$ cat config.mk
export PLATFORM = sky130hd
export DESIGN_NAME = prod_acc_128
export DESIGN_NICKNAME = d
export VERILOG_FILES = /design/src/rtl/prod_acc_pkg.sv /design/src/rtl/prod_acc_add.sv /design/src/rtl/prod_acc_128.sv
export SDC_FILE = /design/constraint.sdc
export NUM_CORES = 1
export LEC_CHECK = 0
export BUFFER_PORTS_ARGS = -buffer_cell sky130_fd_sc_hd__buf_2
export CORE_ASPECT_RATIO = 2
export CORE_MARGIN = 2
export CORE_UTILIZATION = 30
export DETAILED_ROUTE_END_ITERATION = 12
export GPL_TIMING_DRIVEN = 0
export PLACE_DENSITY = 0.51
export REMOVE_ABC_BUFFERS = 1
export SYNTH_ARGS = -nofsm -noshare
export SYNTH_HDL_FRONTEND = slang
export SYNTH_SLANG_ARGS = --single-unit
$ cat constraint.sdc
create_clock -name clk -period 8.8 [get_ports clk]
set_input_delay 0.44 -clock clk [delete_from_list [all_inputs] [get_ports clk]]
set_output_delay 0.44 -clock clk [all_outputs]
set_load 0.005 [all_outputs]
$ cat src/rtl/prod_acc_pkg.sv
// Shared types and constants for the 128-bit product accumulator.
// Saturating adds are selected by defining PROD_ACC_SAT_EN.
package prod_acc_pkg;

  localparam int PROD_W    = 128;
  localparam int ACC_W_DEF = 136;
  localparam int CNT_W_DEF = 8;

  typedef enum logic [1:0] {
    IDLE  = 2'd0,
    ACCUM = 2'd1,
    HOLD  = 2'd2
  } state_t;

endpackage

$ cat src/rtl/prod_acc_add.sv
// Accumulator adder: ACC_W-bit sum of a and zero-extended b, with carry.
// PROD_ACC_SAT_EN clamps the sum to all-ones on carry out; otherwise it wraps.
module prod_acc_add
  import prod_acc_pkg::*;
#(
  parameter int ACC_W = ACC_W_DEF
) (
  input  logic [ACC_W-1:0]  a,
  input  logic [PROD_W-1:0] b,
  output logic [ACC_W-1:0]  sum,
  output logic              carry
);

  logic [ACC_W:0] raw;

  assign raw   = {1'b0, a} + {1'b0, ACC_W'(b)};
  assign carry = raw[ACC_W];

`ifdef PROD_ACC_SAT_EN
  assign sum = carry ? {ACC_W{1'b1}} : raw[ACC_W-1:0];
`else
  assign sum = raw[ACC_W-1:0];
`endif

endmodule

$ cat src/rtl/prod_acc_128.sv
// Multi-term accumulator for 128-bit products with valid/ready in and out.
// Build option PROD_ACC_SAT_EN selects saturating instead of wrapping sums.
module prod_acc_128
  import prod_acc_pkg::*;
#(
  parameter int ACC_W = ACC_W_DEF,
  parameter int CNT_W = CNT_W_DEF
) (
  input  logic              clk,
  input  logic              rst,
  input  logic              in_valid,
  input  logic [PROD_W-1:0] in_prod,
  input  logic              in_last,
  output logic              in_ready,
  output logic              out_valid,
  input  logic              out_ready,
  output logic [ACC_W-1:0]  out_sum,
  output logic [CNT_W-1:0]  out_cnt,
  output logic              out_ovf
);

  if (ACC_W < PROD_W) begin : g_chk
    $error("prod_acc_128: ACC_W must be at least 128");
  end

  state_t           state_q, state_d;
  logic [ACC_W-1:0] acc_q, acc_d;
  logic [CNT_W-1:0] cnt_q, cnt_d;
  logic             ovf_q, ovf_d;

  logic [ACC_W-1:0] add_sum;
  logic             add_c;
  logic             xfer;

  prod_acc_add #(
    .ACC_W (ACC_W)
  ) u_add (
    .a     (acc_q),
    .b     (in_prod),
    .sum   (add_sum),
    .carry (add_c)
  );

  assign in_ready  = (state_q != HOLD);
  assign xfer      = in_valid & in_ready;
  assign out_valid = (state_q == HOLD);
  assign out_sum   = acc_q;
  assign out_cnt   = cnt_q;
  assign out_ovf   = ovf_q;

  always_comb begin
    state_d = state_q;
    acc_d   = acc_q;
    cnt_d   = cnt_q;
    ovf_d   = ovf_q;
    unique case (state_q)
      IDLE: begin
        if (xfer) begin
          acc_d   = ACC_W'(in_prod);
          cnt_d   = CNT_W'(1);
          ovf_d   = 1'b0;
          state_d = in_last ? HOLD : ACCUM;
        end
      end
      ACCUM: begin
        if (xfer) begin
          acc_d   = add_sum;
          cnt_d   = cnt_q + CNT_W'(1);
          // count wrap is a overflow just like a carry out
          ovf_d   = ovf_q | add_c | (&cnt_q);
          state_d = in_last ? HOLD : ACCUM;
        end
      end
      HOLD: begin
        if (out_ready) begin
          acc_d   = '0;
          cnt_d   = '0;
          ovf_d   = 1'b0;
          state_d = IDLE;
        end
      end
      default: begin
        acc_d   = '0;
        cnt_d   = '0;
        ovf_d   = 1'b0;
        state_d = IDLE;
      end
    endcase
  end

  always_ff @(posedge clk or posedge rst) begin
    if (rst) begin
      state_q <= IDLE;
      acc_q   <= '0;
      cnt_q   <= '0;
      ovf_q   <= 1'b0;
    end else begin
      state_q <= state_d;
      acc_q   <= acc_d;
      cnt_q   <= cnt_d;
      ovf_q   <= ovf_d;
    end
  end

endmodule

Yosys cells after proc, flatten, opt, wreduce, memory -nomap -nowiden
Index checks and enable logic that the tools add are counted.
{ "classes": {"n_eq_ne": 7, "mux": 16, "n_bitwise": 3, "n_reduce_logical": 5, "add_sub_neg": 2} }
{ "ops": {"columns": ["cell", "count"], "rows": [
  ["2-to-1 mux 136 bit", 3],
  ["case mux 136 bit (3 select lines)", 1],
  ["adder 136 x 128 -> 137 bit", 1],
  ["2-to-1 mux 8 bit", 3],
  ["case mux 8 bit (3 select lines)", 1],
  ["adder 8 x 1 -> 8 bit (second input constant)", 1],
  ["AND reduction 8 bit", 1],
  ["2-to-1 mux 2 bit", 3],
  ["inequality test 2 bit (second input constant)", 3],
  ["inequality test 2 x 1 -> 1 bit (second input constant)", 2],
  ["case mux 2 bit (2 select lines)", 1],
  ["2-to-1 mux 1 bit", 3],
  ["case mux 1 bit (3 select lines)", 1],
  ["AND reduction 3 bit", 1],
  ["equality test 2 x 1 -> 1 bit (second input constant)", 1],
  ["equality test 2 bit (second input constant)", 1],
  ["zero test 2 bit", 1],
  ["OR 1 bit", 2],
  ["AND reduction 2 bit", 1],
  ["OR reduction 2 bit", 1],
  ["bitwise AND 1 bit", 1]
]} }
{ "totals": {"reg_bits": 147, "inputBits": 133} }

Depth between registers and ports, before layout
Gate-level depths: netlist of the first run.
{ "logic_depth": {"depth_word": 5, "depth_mapped": 15} }

Hierarchy
A second synthesis of the first run with hierarchy kept.
{ "unflattened": {"hier_cells": 2049, "area_unflattened_um2": 16134.2} }
{ "by_module_without_submodules": {"columns": ["mod", "seq_area_each_um2", "instances", "cells_per_inst", "area_each_um2"], "rows": [
  ["prod_acc_add", 0.0, 1, 1383, 8989.9],
  ["prod_acc_128", 3678.5, 1, 666, 7144.4]
]} }

Least setup slack after synthesis of the first run
OpenSTA, ideal clock, no wires.
{ "synth_timing": {"path_type": "input to register", "from": "input port in_prod[0]", "to": "register acc_q[132] (netlist: out_sum[132])", "path_slack_ps": 5423, "setup_ps": 76, "n_path_buf": 0, "arrival_ps": 3301, "cell_stages": 15, "path_cell_list": "ha_1 > inv_1 > fa_1 > nand2b_1 > a21oi_1 > nor3b_1 > o21ai_1 > a21o_1 > a31o_2 > a31oi_2 > a41oi_4 > a41o_2 > a31oi_4 > or4_1 > o21ai_1"} }
{ "synth_via": {"elab_chain_cells": 3} }
{ "synth_lines": {"columns": ["element", "line", "rtl"], "rows": [
  ["start, declared", "prod_acc_128.sv:12", "input logic [PROD_W-1:0] in_prod,"],
  ["adder 136 x 128 -> 137 bit", "prod_acc_add.sv:16", "assign raw = {1'b0, a} + {1'b0, ACC_W'(b)};"],
  ["2-to-1 mux 136 bit", "prod_acc_128.sv:66", "if (xfer) begin"],
  ["case mux 136 bit (3 select lines)", "prod_acc_128.sv:56", "unique case (state_q)"],
  ["end signal, assigned", "prod_acc_128.sv:94", "acc_q <= '0;"],
  ["end signal, assigned", "prod_acc_128.sv:99", "acc_q <= acc_d;"],
  ["end, declared", "prod_acc_128.sv:27", "logic [ACC_W-1:0] acc_q, acc_d;"]
]} }
Every way passes these cells. The select of a mux whose other input is x is not followed.
A chain may end at the register's enable or synchronous reset.

Worst setup path in the final report of the first run
{ "layout_timing": {"from": "register acc_q[0] (netlist: out_sum[0])", "to": "register acc_q[90] (netlist: out_sum[90])"} }
{ "layout_via": {"elab_chain_cells": 3} }
{ "layout_lines": {"columns": ["element", "line"], "rows": [
  ["adder 136 x 128 -> 137 bit", "prod_acc_add.sv:16"],
  ["2-to-1 mux 136 bit", "prod_acc_128.sv:66"],
  ["case mux 136 bit (3 select lines)", "prod_acc_128.sv:56"]
]} }
Every way passes these cells. The select of a mux whose other input is x is not followed.

==> flow_summary_export.csv, run 1 <==
group,metric,value,unit
status,status,"finished, violations left",
status,violations,"hold timing",
drt,met2_wirelength,36.8,mm
finish,syn2layout_area_growth,18.1,%
yosys,yosysTopAreaCellShare,25.0,%
critical_path,worst_r2r_path_depth,13,
critical_path,worstSetupEndpointType,"flip-flop",
power_and_ir_drop,pwr_density_cell,282,mW/mm²
yosys,synthArstFlopShare,100,%
drt,dr_wl_met3,2.76,mm
floorplan,die_height,317,µm
sta,min_period,4.74,ns
sta,relative_slew_slack,32.8,%
yosys,synthFlopType,"sky130_fd_sc_hd__dfrtp_1",
yosys,synth.largest_area_cell,"sky130_fd_sc_hd__dfrtp_1",
drt,wl_met1,21.5,mm
critical_path,cp_slowest_stage_delay,0.69,ns
yosys,yosysSeqAreaShare,25.0,%
sta,max_clock_freq,0.211,GHz
clock_network,cts_sinks,147,
sta,timing.final.setup_violations,0,
clock_network,cts_hold_buf,0,
clock_network,worst_setup_hold_path_clk_slew,0.07,ns
power_and_ir_drop,leakage,7.81,nW
sta,transition_time_at_the_pin_with_the_least_slew_margin,1.00,ns
critical_path,critical_path_class,"reg -> reg",
drt,drt-wirelength-per-cell,23.4,µm
sta,finalMaxSlewViolations,0,
placed_design,buffer_ports.inserted,279,
yosys,synth-warning-count,0,
power_and_ir_drop,vdd_ir_drop_max,123,µV
finish,final_net_count,2405,
grt,grt_max_degree,92,
clock_network,cts_tree,"built",
finish,post_route_cells_drive_above_1_share,16.6,%
clock_network,cts_post_setup_buffers_inserted,0,
hold_path,path_class_of_the_lowest_slack_min_delay_path,"in -> async",
placed_design,pre_cts_ws,3.96,ns
yosys,ys_ff_latch,147,
critical_path,worst-endpoint-arrival,5.06,ns
yosys,synth.distinct_cells,75,
finish,final.fill_count,5184,
grt,overall_global_routing_usage,25.3,%
yosys,summed_instance_area_of_the_synthesized_netlist,0.0147,mm²
drt,via_per_inst,5.66,
floorplan,ios,280,
clock_network,post_cts_resized,0,
yosys,synthesis.area_per_instance,7.58,µm²
clock_network,clock_insertion_delay_at_the_later_pin_of_the_skew_report,0.46,ns
sta,finalHoldViolations,2,
drt,maxUsedRoutingLayer,"met5",
grt,antenna_found_initial,10,
critical_path,data_required_time_of_the_critical_path,9.13,ns
sta,grt_setup_unrepaired,"false",
sta,hold-worst-slack,-0.00243,ns
clock_network,clock_tree.root_cell,"sky130_fd_sc_hd__clkbuf_16",
sta,finalClockSkew,0.0143,ns
sta,layout_worst_path_cycle_share,53.8,%
floorplan,floorplan.die_area,0.0509,mm²
drt,drcViolationCount,0,
placed_design,gp_routability_congestion,0.945,
drt,drt-pass1-iter-count,6,
grt,grt_pass1_vias,16200,
critical_path,timing.critical_path.cells,"ha_1 -> inv_1 -> fa_1 -> nand2b_1 -> a21oi_1 -> o211ai_1 -> a211oi_1 -> nor2_1 -> o31ai_4 -> a21boi_1 -> o41ai_1 -> xnor2_1 -> o21ai_0",
job,drv_cap,0,
grt,congestion_overflow_gr,0,
drt,detailroute.via_count,15800,
clock_network,cts_made_buffers,17,
critical_path,crit_path_top_delay_cell,"sky130_fd_sc_hd__a211oi_1",
yosys,synthCells,1941,
sta,finalWorstSetupSlack,4.06,ns
drt,detail-route-antenna-nets,0,
drt,drt-total-wl,65.5,mm
floorplan,floorplan.core_area,0.0484,mm²
placed_design,dpl.hpwl,52.6,mm
floorplan,floorplan.die.width,161,µm
clock_network,cts_max_level,4,
grt,global_route_wire_length_before_repair,97.2,mm
floorplan,num_rows,114,
critical_path,startpoint_type,"flip-flop",
clock_network,cts.path.max_buffers,2,
yosys,synth-edff-count,0,
drt,dr.first_iter.drc_count,924,
critical_path,critPathMaxFanout,4,
floorplan,initial_utilization,30.4,%
yosys,ys_top_cells_by_area,"sky130_fd_sc_hd__dfrtp_1 25%, sky130_fd_sc_hd__ha_1 11%, sky130_fd_sc_hd__a21oi_1 8.2%, sky130_fd_sc_hd__o21ai_0 7.5%, sky130_fd_sc_hd__nand2_1 5.7%",
through the flow:
stage	power (mW)	instance area (µm²)	utilization (%)	cells	TNS [ns]
final	4.89	17400	35.9	2797	0
after global routing	5.25	17400	35.9	2796	0
after CTS	4.91	17400	35.9	2793	0
after detailed placement	4.11	16800	34.7	2761	0
after global placement	4.10	16500	34.1	2750	-603.95
after floorplan	3.04	14300	-	1833	0
where the power goes:
| group | internal (mW) | switching, mW | total, mW |
|---|---|---|---|
| Clock | 0.425 | 0.349 | 0.775 |
| Combinational | 1.16 | 1.94 | 3.09 |
| Sequential | 0.862 | 0.166 | 1.03 |
| Total | 2.44 | 2.45 | 4.89 |
area by class of cell:
type                            instances  area [µm²]  share of cell area, %
Multi-Input combinational cell       1640       10500                   60.4
Sequential cell                       147        3680                   21.2
Timing Repair Buffer                  290        1640                   9.44
Tap cell                              638         798                   4.60
Clock buffer                           20         447                   2.57
Inverter                               46         180                   1.04
Clock inverter                         12         130                  0.749
Antenna cell                            4        10.0                 0.0576
final timing paths:
check | end | slack, ns | startpoint
max | out_sum[90] | 4.06 | out_sum[0]
min | state_q[1] | -0.002 | rst
max reg2reg | out_sum[90] | 4.06 | out_sum[0]
min reg2reg | out_ovf | 0.49 | out_ovf
max in group asynchronous | out_sum[71] | 7.87 | rst
min in group clk | out_sum[108] | 0.22 | in_prod[108]
placed cells by master (no fill, tap or decap), types with 6 or more instances in the layout:
cell type | synthesis | routed
sky130_fd_sc_hd__nand3_1 | 33 | 33
sky130_fd_sc_hd__inv_1 | 46 | 45
sky130_fd_sc_hd__a21o_1 | 39 | 39
sky130_fd_sc_hd__nor3_1 | 23 | 23
sky130_fd_sc_hd__a22oi_1 | 44 | 44
sky130_fd_sc_hd__a221oi_1 | 12 | 12
sky130_fd_sc_hd__o22ai_1 | 22 | 21
sky130_fd_sc_hd__and3_1 | 29 | 29
sky130_fd_sc_hd__nand2_1 | 223 | 222
sky130_fd_sc_hd__nand2b_1 | 7 | 6
sky130_fd_sc_hd__nor4_1 | 10 | 10
sky130_fd_sc_hd__o21ai_0 | 221 | 221
sky130_fd_sc_hd__a21oi_1 | 240 | 240
sky130_fd_sc_hd__nor2b_1 | 10 | 9
sky130_fd_sc_hd__o21a_1 | 19 | 19
sky130_fd_sc_hd__buf_2 | 23 | 279
sky130_fd_sc_hd__nand4_1 | 59 | 59
sky130_fd_sc_hd__o21bai_1 | 32 | 32
sky130_fd_sc_hd__mux2i_1 | 38 | 38
sky130_fd_sc_hd__o31ai_1 | 9 | 9
sky130_fd_sc_hd__or3_1 | 6 | 6
sky130_fd_sc_hd__a31oi_1 | 25 | 25
sky130_fd_sc_hd__nor2_1 | 164 | 162
sky130_fd_sc_hd__o211ai_1 | 11 | 11
sky130_fd_sc_hd__xnor2_1 | 72 | 72
sky130_fd_sc_hd__a21boi_0 | 6 | 6
sky130_fd_sc_hd__dfrtp_1 | 147 | 146
sky130_fd_sc_hd__xor2_1 | 51 | 51
sky130_fd_sc_hd__o21ai_1 | 10 | 10
sky130_fd_sc_hd__a211oi_1 | 10 | 10
sky130_fd_sc_hd__or2_2 | 7 | 7
sky130_fd_sc_hd__ha_1 | 129 | 129
sky130_fd_sc_hd__clkbuf_16 | 0 | 17
sky130_fd_sc_hd__buf_12 | 0 | 8
metal layers:
layer,GRT usage [%],vias to the layer above
met5,0,-
met3,3.69,178
met4,16.2,8
met1,22.8,7537
met2,51.5,522
li1,-,7580
cell usage after synthesis (38+ instances only):
cell	count
sky130_fd_sc_hd__mux2i_1	38
sky130_fd_sc_hd__nor2_1	164
sky130_fd_sc_hd__xor2_1	51
sky130_fd_sc_hd__xnor2_1	72
sky130_fd_sc_hd__dfrtp_1	147
sky130_fd_sc_hd__a21o_1	39
sky130_fd_sc_hd__o21ai_0	221
sky130_fd_sc_hd__ha_1	129
sky130_fd_sc_hd__a21oi_1	240
sky130_fd_sc_hd__clkbuf_1	80
sky130_fd_sc_hd__a22oi_1	44
sky130_fd_sc_hd__inv_1	46
sky130_fd_sc_hd__nand4_1	59
sky130_fd_sc_hd__nand2_1	223
sequential cells by signal (all words and copies together), names as in the netlist:
name	count
out_ovf	1
out_cnt	8
state_q	2
out_sum	136
kinds of logic after synthesis:
group | count (synthesis) | share of synthesized area, %
flops | 147 | 25.0
mux | 38 | 2.58
compound gates | 753 | 31.3
simple gates | 596 | 18.6
fa+ha+maj | 130 | 11.1
xor+xnor | 123 | 7.32
buf+inv | 154 | 4.12
worst max-delay path, delay by kind of cell, from the launching register on:
family,cells,cell delay (ns)
AOI/OAI and AO/OA,7,2.79
xor gates and xnor gates,1,0.18
adders and majority gates,2,0.60
buffers and inverters,1,0.06
DFF,1,0.40
and+or+nand+nor,2,0.57
Note: power is estimated with default switching activity, not from simulation.
==> run 2: changes to the inputs <==
--- a/config.mk
+++ b/config.mk
@@ -5,13 +5,14 @@
 export SDC_FILE = /design/constraint.sdc
 export NUM_CORES = 1
 export LEC_CHECK = 0
+export ABC_AREA = 1
 export BUFFER_PORTS_ARGS = -buffer_cell sky130_fd_sc_hd__buf_2
 export CORE_ASPECT_RATIO = 2
 export CORE_MARGIN = 2
 export CORE_UTILIZATION = 30
 export DETAILED_ROUTE_END_ITERATION = 12
 export GPL_TIMING_DRIVEN = 0
-export PLACE_DENSITY = 0.51
+export PLACE_DENSITY = 0.5
 export REMOVE_ABC_BUFFERS = 1
 export SYNTH_ARGS = -nofsm -noshare
 export SYNTH_HDL_FRONTEND = slang
==> constraint.sdc (replaced) <==
create_clock -name clk -period 4.8 [get_ports clk]
set_input_delay 0.24 -clock clk [delete_from_list [all_inputs] [get_ports clk]]
set_output_delay 0.24 -clock clk [all_outputs]
set_load 0.005 [all_outputs]
==> flow_summary_export.csv, run 2 <==
group,metric,value,unit
power_and_ir_drop,netSwitchingPower,9.37,mW
power_and_ir_drop,vdd_ir_drop_max,355,µV
power_and_ir_drop,clockPowerShare,9.2,%
finish,final-seq-area,0.00368,mm²
hold_path,path_class_of_the_lowest_slack_min_delay_path,"in -> reg",
critical_path,data_required_time_of_the_critical_path,5.21,ns
sta,layout_worst_path_cycle_share,72.8,%
sta,finalHoldViolations,0,
drt,maxUsedRoutingLayer,"met4",
clock_network,worst_setup_hold_path_clk_slew,0.08,ns
clock_network,cts.path.max_buffers,2,
sta,finalMaxSlewViolations,0,
floorplan,ios,280,
grt,overall_global_routing_usage,29.0,%
clock_network,clock_insertion_delay_at_the_later_pin_of_the_skew_report,0.53,ns
hold_path,hold_start,"in_prod[122]",
power_and_ir_drop,internal_power,6.00,mW
finish,syn2layout_area_growth,15.3,%
yosys,synth_commonest_cells,"1665 x sky130_fd_sc_hd__nand2_1, 750 x sky130_fd_sc_hd__inv_1, 381 x sky130_fd_sc_hd__nor2_1",
yosys,post-synth-top-count-cell,"sky130_fd_sc_hd__nand2_1",
power_and_ir_drop,power.switching_fraction,61.0,%
drt,drt-wirelength-per-cell,20.2,µm
floorplan,floorplan.die_area,0.0722,mm²
power_and_ir_drop,leakage,14.4,nW
sta,transition_time_at_the_pin_with_the_least_slew_margin,1.16,ns
sta,hold-worst-slack,0.0228,ns
drt,via_per_inst,4.78,
placed_design,pre_cts_ws,1.40,ns
sta,timing.final.setup_violations,0,
critical_path,critical_path.most_common_cell,"sky130_fd_sc_hd__nand2_1",
grt,grt_max_degree,78,
sta,finalClockSkew,0.0165,ns
placed_design,buffer_ports.inserted,279,
finish,fin_cells,5181,
yosys,synthesis.area_per_instance,5.25,µm²
yosys,synthArstFlopShare,100,%
yosys,synthFlopType,"sky130_fd_sc_hd__dfrtp_1",
critical_path,cp_slowest_stage_delay,0.39,ns
floorplan,die_height,378,µm
yosys,synth.largest_area_cell,"sky130_fd_sc_hd__nand2_1",
finish,post_route_cells_drive_above_1_share,10.5,%
finish,final_common_cell,"sky130_fd_sc_hd__nand2_1",
yosys,yosysSeqAreaShare,17.5,%
power_and_ir_drop,pwr_density_cell,635,mW/mm²
sta,relative_slew_slack,22.6,%
critical_path,crit_path_top_delay_cell,"sky130_fd_sc_hd__fa_1",
critical_path,worst_r2r_path_depth,19,
floorplan,initial_utilization,30.2,%
drt,drt-pass1-iter-count,5,
critical_path,timing.critical_path.cells,"ha_1 -> inv_1 -> fa_1 -> inv_1 -> nand2_1 -> nand2_1 -> nand3_1 -> nand2_2 -> nand2_1 -> nand3_2 -> nand2_1 -> nand2_1 -> nand2_1 -> nand2_1 -> nand2_1 -> nand2_1 -> nand2_1 -> nand3_1 -> nand3_1",
critical_path,startpoint_type,"flip-flop",
sta,finalWorstSetupSlack,1.30,ns
critical_path,critical_path.startpoint,"out_sum[0]",
critical_path,crit_path_end,"out_sum[104]",
finish,top_library_cells_by_usage_in_the_layout_fill_and_taps_aside,"1664 x sky130_fd_sc_hd__nand2_1, 749 x sky130_fd_sc_hd__inv_1, 380 x sky130_fd_sc_hd__nor2_1",
critical_path,r2r_setup_slack,1.30,ns
placed_design,placement.cell_area,0.0235,mm²
drt,drcViolationCount,0,
floorplan,floorplan.core_area,0.0694,mm²
floorplan,floorplan.die.width,191,µm
drt,met2_wirelength,50.8,mm
sta,min_period,3.50,ns
yosys,yosysTopAreaCellShare,29.8,%
drt,detailroute.via_count,24800,
clock_network,clock_tree.root_cell,"sky130_fd_sc_hd__clkbuf_16",
sta,max_clock_freq,0.286,GHz
clock_network,cts_made_buffers,17,
job,drv_cap,0,
grt,grt_pass1_vias,23800,
placed_design,dpl.hpwl,91.4,mm
grt,antenna_found_initial,2,
placed_design,placed_cells_incl_taps,5132,
status,status,"finished, final reports clean",
yosys,ys_top_cells_by_area,"sky130_fd_sc_hd__nand2_1 30%, sky130_fd_sc_hd__dfrtp_1 18%, sky130_fd_sc_hd__inv_1 13%, sky130_fd_sc_hd__a21oi_1 7.8%, sky130_fd_sc_hd__ha_1 7.7%",
yosys,synth.distinct_cells,46,
clock_network,cts_max_level,4,
yosys,synthCells,3998,
power_and_ir_drop,seq_power_share,14.9,%
critical_path,critPathMaxFanout,5,
clock_network,cts_tree,"built",
finish,finalInstanceArea,0.0242,mm²
placed_design,gp_routability_congestion,1.01,
yosys,synth-warning-count,0,
clock_network,cts_post_setup_buffers_inserted,0,
floorplan,num_rows,137,
yosys,synth-edff-count,0,
critical_path,critical_path.reg2reg.endpoint,"out_sum[104]",
drt,dr.first_iter.drc_count,1497,
power_and_ir_drop,comb_power_share,75.9,%
drt,wl_met1,42.8,mm
grt,congestion_overflow_gr,0,
drt,detail-route-antenna-nets,0,
sta,grt_setup_unrepaired,"false",
grt,global_route_wire_length_before_repair,153,mm
yosys,ys_ff_latch,147,
finish,max_reg_flops,136,
clock_network,cts_sinks,147,
drt,drt-total-wl,105,mm
finish,multiInputGateArea,0.0142,mm²
critical_path,worst-endpoint-arrival,3.91,ns
critical_path,rr_startpoint,"out_sum[0]",
drt,dr_wl_met3,5.08,mm
finish,final.fill_count,8303,
power_and_ir_drop,total_power,15.4,mW
critical_path,worstSetupEndpointType,"flip-flop",
finish,final_net_count,4526,
yosys,summed_instance_area_of_the_synthesized_netlist,0.0210,mm²
critical_path,critical_path_class,"reg -> reg",
[run 2: stage by stage]
| step | utilization [%] | TNS [ns] |
|---|---|---|
| 2_1_floorplan | - | -27.79 |
| 5_1_grt | 34.9 | 0 |
| 4_1_cts | 34.9 | 0 |
| 3_5_place_dp | 33.8 | 0 |
| 6_report | 34.9 | 0 |
| 3_3_place_gp | 33.5 | -885.33 |
[run 2: power by group through the flow]
stage	clock network, mW	logic, mW	registers, mW
floorplan	0	7.12	2.24
global placement	0	11.6	2.29
detailed placement	0	11.6	2.31
CTS	1.45	11.7	2.29
global route	1.49	12.9	2.36
finish	1.42	11.7	2.29
[run 2: cell type report]
class,instances,area share [%]
repair buffers,302,7.14
clock buffers,17,1.76
flip-flops and latches,147,15.2
diodes,2,0.0207
inverters,770,12.0
well taps,903,4.67
multi-input cells,3025,58.6
clock inverters,15,0.615
[run 2: kinds of logic after synthesis]
family / after synthesis / share of synthesized area (%)
AND/OR/NAND/NOR: 2396 / 46.8
adder cells (fa/ha/maj): 130 / 7.79
XOR/XNOR: 17 / 0.709
buffers and inverters: 826 / 15.0
AO/OA/AOI/OAI: 482 / 12.2
flip-flops: 147 / 17.5
[run 2: critical path: cells and delay by family, from the launching register on]
family	cells	cell delay, ns
fa+ha+maj	2	0.70
buf+inv	2	0.25
simple gates	15	2.05
flops	1	0.38
[run 2: routing by layer]
metal	up-vias	global-route usage, %
met4	0	15.4
met1	11200	33.7
met5	-	0
met2	699	50.9
li1	12700	-
met3	150	4.37
[run 2: how the worst min path moves through the flow]
stage / to / cells after the start
6_report: out_sum[122] / 3
2_1_floorplan: state_q[0] / 1
5_1_grt: out_sum[92] / 3
3_5_place_dp: out_cnt[5] / 2
3_3_place_gp: state_q[0] / 2
4_1_cts: out_sum[122] / 3
[run 2: repair_timing]
| item | in CTS | in global routing |
|---|---|---|
| resized for setup | 0 | 0 |
| hold endpoints to repair | 86 | 0 |
| hold buffers | 15 | 0 |
==> run 3: changes to the inputs <==
--- a/config.mk
+++ b/config.mk
@@ -12,7 +12,7 @@
 export CORE_UTILIZATION = 30
 export DETAILED_ROUTE_END_ITERATION = 12
 export GPL_TIMING_DRIVEN = 0
-export PLACE_DENSITY = 0.5
+export PLACE_DENSITY = 0.52
 export REMOVE_ABC_BUFFERS = 1
 export SYNTH_ARGS = -nofsm -noshare
 export SYNTH_HDL_FRONTEND = slang
==> constraint.sdc (replaced) <==
create_clock -name clk -period 3.12 [get_ports clk]
set_input_delay 0.156 -clock clk [delete_from_list [all_inputs] [get_ports clk]]
set_output_delay 0.156 -clock clk [all_outputs]
set_load 0.005 [all_outputs]
==> flow_summary_export.csv, run 3 (synthesis results as in run 2) <==
group,metric,value,unit
sta,finalClockSkew,0.0283,ns
job,drv_cap,0,
placed_design,dpl.hpwl,93.3,mm
drt,drt-total-wl,107,mm
floorplan,initial_utilization,30.2,%
drt,drcViolationCount,0,
drt,via_per_inst,4.78,
clock_network,cts_tree,"built",
clock_network,cts_sinks,147,
critical_path,worst_r2r_path_depth,10,
finish,top_library_cells_by_usage_in_the_layout_fill_and_taps_aside,"1648 x sky130_fd_sc_hd__nand2_1, 748 x sky130_fd_sc_hd__inv_1, 370 x sky130_fd_sc_hd__nor2_1",
grt,grt_pass1_vias,24500,
clock_network,clock_tree.root_cell,"sky130_fd_sc_hd__clkbuf_16",
floorplan,ios,280,
sta,layout_worst_path_cycle_share,98.2,%
clock_network,clock_insertion_delay_at_the_later_pin_of_the_skew_report,0.53,ns
power_and_ir_drop,vdd_ir_drop_max,702,µV
finish,syn2layout_area_growth,21.4,%
critical_path,worstSetupEndpointType,"flip-flop",
sta,finalMaxSlewViolations,0,
status,status,"finished, final reports clean",
sta,grt_setup_unrepaired,"false",
grt,grt_max_degree,75,
sta,transition_time_at_the_pin_with_the_least_slew_margin,1.17,ns
clock_network,cts.path.max_buffers,2,
floorplan,num_rows,137,
clock_network,cts_max_level,4,
grt,congestion_overflow_gr,0,
finish,final_net_count,4635,
hold_path,path_class_of_the_lowest_slack_min_delay_path,"in -> reg",
drt,drt-wirelength-per-cell,20.3,µm
critical_path,cp_slowest_stage_delay,0.42,ns
critical_path,data_required_time_of_the_critical_path,3.53,ns
sta,timing.final.setup_violations,0,
critical_path,worstPathBufferInverterCount,0,
finish,max_reg_flops,136,
grt,global_route_wire_length_before_repair,156,mm
critical_path,critPathMaxFanout,5,
critical_path,timing.critical_path.cells,"ha_1 -> a21oi_1 -> nand2_1 -> o21bai_1 -> a21oi_1 -> o21ai_0 -> nor2_1 -> nand3_1 -> a21oi_1 -> nor2_1",
critical_path,crit_cells,10,
sta,finalHoldViolations,0,
drt,dr.first_iter.drc_count,1584,
hold_path,timing.hold.worst_path_depth,5,
finish,final_common_cell,"sky130_fd_sc_hd__nand2_1",
placed_design,buffer_ports.inserted,279,
sta,min_period,3.07,ns
sta,max_clock_freq,0.326,GHz
critical_path,cp_top_family,"compound AO/OA/AOI/OAI gates",
finish,final.fill_count,8168,
drt,detail-route-antenna-nets,0,
floorplan,floorplan.die.width,191,µm
critical_path,critical_path_class,"reg -> reg",
grt,antenna_found_initial,0,
floorplan,die_height,378,µm
floorplan,floorplan.core_area,0.0694,mm²
finish,post_route_cells_drive_above_1_share,11.3,%
critical_path,critical_path.most_common_cell,"sky130_fd_sc_hd__a21oi_1",
clock_network,cts_made_buffers,17,
power_and_ir_drop,leakage,14.9,nW
critical_path,startpoint_type,"flip-flop",
placed_design,gp_routability_congestion,1.01,
power_and_ir_drop,total_power,24.0,mW
sta,hold-worst-slack,0.0285,ns
drt,detailroute.via_count,25300,
floorplan,floorplan.die_area,0.0722,mm²
power_and_ir_drop,pwr_density_cell,943,mW/mm²
drt,drt-pass1-iter-count,7,
sta,relative_slew_slack,22.1,%
grt,overall_global_routing_usage,29.7,%
clock_network,worst_setup_hold_path_clk_slew,0.08,ns
critical_path,worst-endpoint-arrival,3.47,ns
critical_path,crit_path_top_delay_cell,"sky130_fd_sc_hd__dfrtp_1",
## run 3: changes by cell type in the layout (fill, tap and decap cells not counted), sizes merged
cell,change
buf,+2
bufinv,-1
clkbuf,+1
clkinvlp,-1
dlygate4sd3,+107
inv,+1
## run 3: repair_timing
item,4_1_cts,5_1_grt
pin swaps,1,0
buffers inserted,1,1
hold endpoints to repair,194,0
setup endpoints to repair,28,43
resized for setup,22,39
hold buffers,122,0
## run 3: power breakdown
group,leakage [nW],internal (mW),switching [mW]
combinational,12.8,5.57,12.8
sequential,1.82,2.74,0.781
clock,0.267,1.04,1.07
total,14.9,9.35,14.7
## run 3: stage by stage
| stage | utilization (%) | instances | setup TNS, ns | setup slack (ns) | instance area, µm² |
|---|---|---|---|---|---|
| after global routing | 36.7 | 5288 | 0 | 0.00120 | 25500 |
| final | 36.7 | 5290 | 0 | 0.0549 | 25500 |
| after detailed placement | 33.8 | 5132 | -2.18 | -0.281 | 23500 |
| after floorplan | - | 3942 | -411.47 | -2.16 | 20700 |
| after global placement | 33.5 | 5124 | -1362.89 | -6.52 | 23300 |
| after CTS | 36.5 | 5287 | 0 | 0.00572 | 25300 |
## run 3: path summary, 6_finish.rpt
| kind | start | end | slack [ns] |
|---|---|---|---|
| worst min register to register | out_sum[70] | out_sum[70] | 0.51 |
| min in group asynchronous | rst | out_cnt[7] | 0.24 |
| worst min-delay path | in_prod[67] | out_sum[67] | 0.03 |
| worst max register to register | out_sum[114] | out_sum[131] | 0.05 |
| worst max-delay path | out_sum[114] | out_sum[131] | 0.05 |
| max in group asynchronous | rst | out_sum[72] | 2.01 |
## run 3: metal layers
metal	GRT usage [%]	share of wire, %
met1	34.7	41
met5	0	0
met3	2.80	3.6
met2	52.0	48
met4	18.1	6.5
## run 3: final cells by class
cell class	count	area, µm²	share of cell area (%)
multi-input combinational	3025	14400	56.5
sequential	147	3680	14.4
inverter	770	2910	11.4
timing repair buffer	411	2820	11.1
tap	903	1130	4.43
clock buffer	18	429	1.68
clock inverter	14	120	0.471
antenna	2	5.00	0.0196
## run 3: worst reg2reg max path: cells and delay by family (launching register included)
kind | cells | cell delay (ns)
AO/OA/AOI/OAI | 5 | 1.25
adder cells (fa/ha/maj) | 1 | 0.40
flip-flops | 1 | 0.42
AND/OR/NAND/NOR | 4 | 0.90
